==> src/rtl/reg_wb_arbiter.sv <==
// reg_wb_arbiter: write-back arbiter that owns the register-file write port.
// Merges pipeline write-back, interrupt PC save (x30) and a buffered
// auxiliary queue into at most one registered write per cycle.
// Fixed priority: PIPE > ISR > AUX FIFO head.
// Optional build macro WB_PENDING_EN adds a per-register pending scoreboard
// and the PENDING_MASK output; without it neither exists.
module reg_wb_arbiter #(
    parameter int AUX_DEPTH = 4,
    parameter int AW        = $clog2(AUX_DEPTH)
) (
    input  logic        CLK,
    input  logic        RESET,
    input  logic        PIPE_VALID,
    input  logic [4:0]  PIPE_ADDR,
    input  logic [31:0] PIPE_DATA,
    input  logic        ISR_REQ,
    input  logic [31:0] ISR_PC,
    output logic        ISR_ACK,
    input  logic        AUX_VALID,
    output logic        AUX_READY,
    input  logic [4:0]  AUX_ADDR,
    input  logic [31:0] AUX_DATA,
    output logic [AW:0] AUX_COUNT,
    output logic [31:0] REG_IN,
    output logic [4:0]  REG_INADDRESS,
    output logic        REG_WRITE_EN
`ifdef WB_PENDING_EN
    ,
    output logic [31:0] PENDING_MASK
`endif
);

    localparam logic [AW:0] DEPTH_CNT = (AW+1)'(AUX_DEPTH);
    localparam logic [4:0]  ISR_REG   = 5'd30;

    logic [4:0]    fifo_addr [AUX_DEPTH];
    logic [31:0]   fifo_data [AUX_DEPTH];
    logic [AW-1:0] rd_ptr;
    logic [AW-1:0] wr_ptr;
    logic [AW:0]   count;
    logic          push;
    logic          pop;
    logic [4:0]    head_addr;

    logic          wr_vld_p0;
    logic [4:0]    wr_addr_p0;
    logic [31:0]   wr_data_p0;
    logic          isr_ack_p0;

    logic          wr_en_p1;
    logic [4:0]    wr_addr_p1;
    logic [31:0]   wr_data_p1;
    logic          isr_ack_p1;

    // AUX_READY looks only at occupancy, never at a same-cycle pop.
    assign AUX_READY = !RESET && (count < DEPTH_CNT);
    assign push      = AUX_VALID && AUX_READY;
    // A freshly pushed entry into an empty FIFO is not visible until next cycle.
    assign pop       = (count != '0) && !PIPE_VALID && !ISR_REQ;
    assign head_addr = fifo_addr[rd_ptr];
    assign AUX_COUNT = count;

    // Grant selection: pick at most one source by fixed priority.
    always_comb begin
        wr_vld_p0  = 1'b0;
        wr_addr_p0 = '0;
        wr_data_p0 = '0;
        isr_ack_p0 = 1'b0;
        if (PIPE_VALID) begin
            wr_vld_p0  = 1'b1;
            wr_addr_p0 = PIPE_ADDR;
            wr_data_p0 = PIPE_DATA;
        end else if (ISR_REQ) begin
            wr_vld_p0  = 1'b1;
            wr_addr_p0 = ISR_REG;
            wr_data_p0 = ISR_PC;
            isr_ack_p0 = 1'b1;
        end else if (pop) begin
            wr_vld_p0  = 1'b1;
            wr_addr_p0 = head_addr;
            wr_data_p0 = fifo_data[rd_ptr];
        end
    end

    // ---- stage p0 -> p1: registered write port ----
    // Register the granted write; x0 is consumed without asserting the enable.
    always_ff @(posedge CLK) begin
        if (RESET) begin
            wr_en_p1   <= 1'b0;
            wr_addr_p1 <= '0;
            wr_data_p1 <= '0;
            isr_ack_p1 <= 1'b0;
        end else begin
            wr_en_p1   <= wr_vld_p0 && (wr_addr_p0 != 5'd0);
            isr_ack_p1 <= isr_ack_p0;
            if (wr_vld_p0) begin
                wr_addr_p1 <= wr_addr_p0;
                wr_data_p1 <= wr_data_p0;
            end
        end
    end

    assign REG_WRITE_EN  = wr_en_p1;
    assign REG_INADDRESS = wr_addr_p1;
    assign REG_IN        = wr_data_p1;
    assign ISR_ACK       = isr_ack_p1;

    // FIFO storage: written on push, no reset needed for payload.
    always_ff @(posedge CLK) begin
        if (push) begin
            fifo_addr[wr_ptr] <= AUX_ADDR;
            fifo_data[wr_ptr] <= AUX_DATA;
        end
    end

    // FIFO pointers and occupancy; pointers wrap naturally at AUX_DEPTH.
    always_ff @(posedge CLK) begin
        if (RESET) begin
            rd_ptr <= '0;
            wr_ptr <= '0;
            count  <= '0;
        end else begin
            if (push) wr_ptr <= wr_ptr + AW'(1);
            if (pop)  rd_ptr <= rd_ptr + AW'(1);
            if (push && !pop)      count <= count + 1'b1;
            else if (pop && !push) count <= count - 1'b1;
        end
    end

`ifdef WB_PENDING_EN
    logic [AW:0] pend_cnt [32];

    // Per-register count of queued entries; x0 is never tracked.
    always_ff @(posedge CLK) begin
        if (RESET) begin
            for (int i = 0; i < 32; i++) pend_cnt[i] <= '0;
        end else begin
            for (int i = 1; i < 32; i++) begin
                if ((push && AUX_ADDR == 5'(i)) && !(pop && head_addr == 5'(i)))
                    pend_cnt[i] <= pend_cnt[i] + 1'b1;
                else if ((pop && head_addr == 5'(i)) && !(push && AUX_ADDR == 5'(i)))
                    pend_cnt[i] <= pend_cnt[i] - 1'b1;
            end
        end
    end

    // A register is pending while any queued entry targets it.
    always_comb begin
        PENDING_MASK = '0;
        for (int i = 1; i < 32; i++) PENDING_MASK[i] = (pend_cnt[i] != '0);
    end
`endif

endmodule
==> config.mk <==
export PLATFORM = sky130hd
export DESIGN_NAME = reg_wb_arbiter
export DESIGN_NICKNAME = d
export VERILOG_FILES = /design/src/rtl/reg_wb_arbiter.sv
export SDC_FILE = /design/constraint.sdc
export NUM_CORES = 1
export LEC_CHECK = 0
export ABC_AREA = 1
export ABC_CLOCK_PERIOD_IN_PS = 4550
export CORE_UTILIZATION = 56
export CTS_CLUSTER_SIZE = 8
export DETAILED_ROUTE_END_ITERATION = 6
export PLACE_DENSITY = 0.86
export RECOVER_POWER = 100
export SLEW_MARGIN = 20
export SYNTH_ARGS = -nofsm -noshare
export SYNTH_HDL_FRONTEND = slang
export SYNTH_SLANG_ARGS = --single-unit
export TNS_END_PERCENT = 100
==> constraint.sdc <==
create_clock -name CLK -period 4.55 [get_ports CLK]
set_input_delay 0.91 -clock CLK [delete_from_list [all_inputs] [get_ports CLK]]
set_output_delay 0.91 -clock CLK [all_outputs]
set_load 0.03 [all_outputs]
==> results.toml <==
[status]
result_of_the_run = "finished, violations left"
violated_checks = "capacitance limit, slew limit"

[setup_path]
critPathSlowestCell = "clkbuf_1"
cp.required_ps = 4880
internal_reg_to_reg_setup_slack_ps = 1690
critPathLaunch = "PIPE_VALID"
critPathMostFrequentCell = "nand2_1"
cp_data_arrival_time_ps = 4020
r2r_end = "fifo_data[2][29]"
timing.critical_path.from_type = "input port"
worst-path-max-fanout = 41
r2r.worst_path.cells = 4
critical_path_cell_sequence = "clkbuf_1 -> inv_2 -> nand2_1 -> a21oi_4 -> clkbuf_2 -> nand3_1 -> nand2_1 -> nor2_1 -> nand3_1 -> nand2_1 -> inv_1"
max_stage_delay_ps = 1480
cp-end-kind = "flip-flop"
critical_path.reg2reg.startpoint = "AUX_COUNT[2]"
critPathKind = "input port to flip-flop"

[placement]
routabilityCongestion = 0.769
dpl_worst_slack_ps = 1200
place_hpwl_mm = 11.5
place.port_buffers = 153

[routing]
dr_total_vias = 5888
drt_pre_antenna_iters = 6
post-route-drc-count = 0
drt_iter0_markers = 697
route.final.wire_length_mm = 19.4
post_detailed_route_wirelength_per_cell_um = 19.7
post_drt_via_cell_ratio = 6.00
route.antenna.remaining_nets = 0

[finish]
finalNetCount = 910
utilization = 0.739
drive_above_1_share = 0.0571
antenna-diode-count = 0
area_growth_pct = 26.8

[power_and_ir_drop]
peakVddDrop_v = 0.000321
power_density_nw_per_um2 = 477
power_leakage_uw = 0.00352

[global_route]
initial_antenna_violation_count = 0
first_global_vias = 5851
maximum_number_of_pins_on_one_net_before_global_route_repair = 76
groute.usage.overall = 0.276
wire_length_of_the_first_global_routing_pass_mm = 29.7
global_route.overflow_total = 0

[sta]
period_share = 0.811
timing.fmax_mhz = 271
grt_setup_unrepaired = "false"
setup_tns_ps = 0
worst_clock_skew_ps = 8.41
slew_at_the_pin_closest_to_its_max_slew_limit_ps = 2110
timing.final.crit_period_ps = 3690
final-setup-viol-count = 0
report.final.hold_viol_count = 0
setup_slack_ps = 860
timing.max_slew.rel_slack = -0.406
report.final.slew_viol_count = 41

[floorplan]
die_x_um = 120
chipHeight_um = 120
floorplan.rows = 42
initial_utilization = 0.583
io_pins = 154
die_area_sq_um = 14500
core_area_sq_um = 13500

[clock_network]
hold_buffers = 0
clkTransAtPathRegs_ps = 60
cts-root-buf = "clkbuf_16"
cts_setup_buffers = 0
worst_skew_pair.late_latency_ps = 440
cts_buffers = 17
cts_htree_levels = 4
tritoncts = "done"
clock_tree.buffer_depth = 2
numClockSinks = 196
postCtsResizedCells = 0

[logic_synthesis]
synthesis.area_sq_um = 7840
synthesis.area_per_instance_sq_um = 11.9
synth_seq_cells = 196
synth_cells = 658
post_synth_num_cell_types = 28
ys.warnings.count = 0
synth_fp_nets = 775
synth_sequential_area_ratio = 0.689

[hold_path]
timing.hold.worst.class = "flip-flop to flip-flop"
min-delay-start = "rd_ptr[1]"
holdPathStages = 2
min_delay_worst_endpoint = "rd_ptr[1]"

[job]
cap_violations = 1
==> final cells by class <==
cell class / count / area (sq um)
Timing Repair Buffer: 161 / 1570
Sequential cell: 196 / 5410
Inverter: 32 / 124
Fill cell: 876 / 3510
Clock inverter: 10 / 130
Tap cell: 176 / 220
Multi-Input combinational cell: 385 / 2030
Clock buffer: 22 / 464
==> registers in the layout, indices dropped and copies added (netlist names), named ones only <==
signal	cells
rd_ptr	2
fifo_addr	20
fifo_data	128
REG_WRITE_EN	1
REG_INADDRESS	5
AUX_COUNT	3
REG_IN	32
ISR_ACK	1
wr_ptr	2
==> worst max-delay path by stage <==
stage                     slack (ps)               end
final                            860      REG_WRITE_EN
after global routing             670      REG_WRITE_EN
after CTS                       1390         AUX_READY
after detailed placement        1200         REG_IN[8]
after global placement          1320  fifo_data[0][19]
after floorplan                  860   fifo_addr[0][0]
==> power by group <==
group / switching [uW] / internal [uW]
Clock: 618 / 888
Sequential: 74.1 / 2090
Combinational: 699 / 374
==> cell families (layout without fill, tap and decap cells) <==
kind of cell | after synthesis | in the layout | synth area share
XOR/XNOR | 2 | 2 | 0.00223
buffers and inverters | 77 | 225 | 0.0552
AND/OR/NAND/NOR | 162 | 162 | 0.0833
adder cells (fa/ha/maj) | 6 | 6 | 0.0105
flip-flops | 196 | 196 | 0.689
AO/OA/AOI/OAI | 215 | 215 | 0.159
==> cells in the mapped netlist <==
master,number,area (sq um)
clkinv_1,1,3.75
o21ai_1,42,210
a21oi_1,43,215
nor2_4,2,22.5
o211ai_1,1,7.51
nor2_2,1,6.26
a221oi_1,32,280
nand2_1,63,236
inv_2,3,11.3
dfxtp_1,48,961
xor2_1,2,17.5
ha_1,5,62.6
nand2_2,2,12.5
nand3_1,15,75.1
inv_4,1,6.26
edfxtp_1,148,4440
clkbuf_1,13,48.8
o21ai_0,64,320
buf_4,8,60.1
a21oi_4,1,16.3
buf_2,11,55.1
nor2_1,77,289
nor3_1,1,5.00
fa_1,1,20.0
buf_6,13,146
inv_1,27,101
and2_1,1,6.26
o22ai_1,32,200
==> metal layers <==
| layer | up-vias | global-route usage | routed length (um) | part of all wire |
|---|---|---|---|---|
| met2 | 322 | 0.479 | 10300 | 0.53 |
| met3 | 53 | 0.0552 | 1430 | 0.074 |
| met4 | 0 | 0.144 | 555 | 0.029 |
| met5 | - | 0 | 0 | 0 |
| met1 | 2840 | 0.323 | 7150 | 0.37 |
| li1 | 2673 | - | - | - |
==> stage by stage <==
step,area (sq um),std cells,hold slack (ps),power (uW)
CTS,9970,982,470,4780
global route,9940,982,503,4910
global placement,9370,950,447,3240
detailed placement,9380,950,461,3300
floorplan,7840,658,436,2920
finish,9940,982,466,4740
==> layout by cell type, fill, tap and decap left out, types with 2 or more instances in the layout <==
cell type          n
bufinv_16          3
xor2_1             2
buf_4              4
clkinv_1           2
a221oi_1          32
nand3_1           15
nor2_4             6
inv_1             27
clkbuf_16         17
o21ai_1           24
inv_2              3
clkbuf_1           7
o21ai_0           82
clkinvlp_4         3
clkinv_2           3
clkbuf_8           2
o22ai_1           32
nor2_1            74
clkdlybuf4s50_1   71
ha_1               5
dlygate4sd3_1     81
nand2_1           64
dfxtp_1           47
edfxtp_1         148
a21oi_1           43
==> critical path: cells and delay by family <==
kind / cells / cell delay, ps
buf+inv: 4 / 2150
simple gates: 6 / 920
compound gates: 1 / 50
Power figures use the tool's default switching activity.
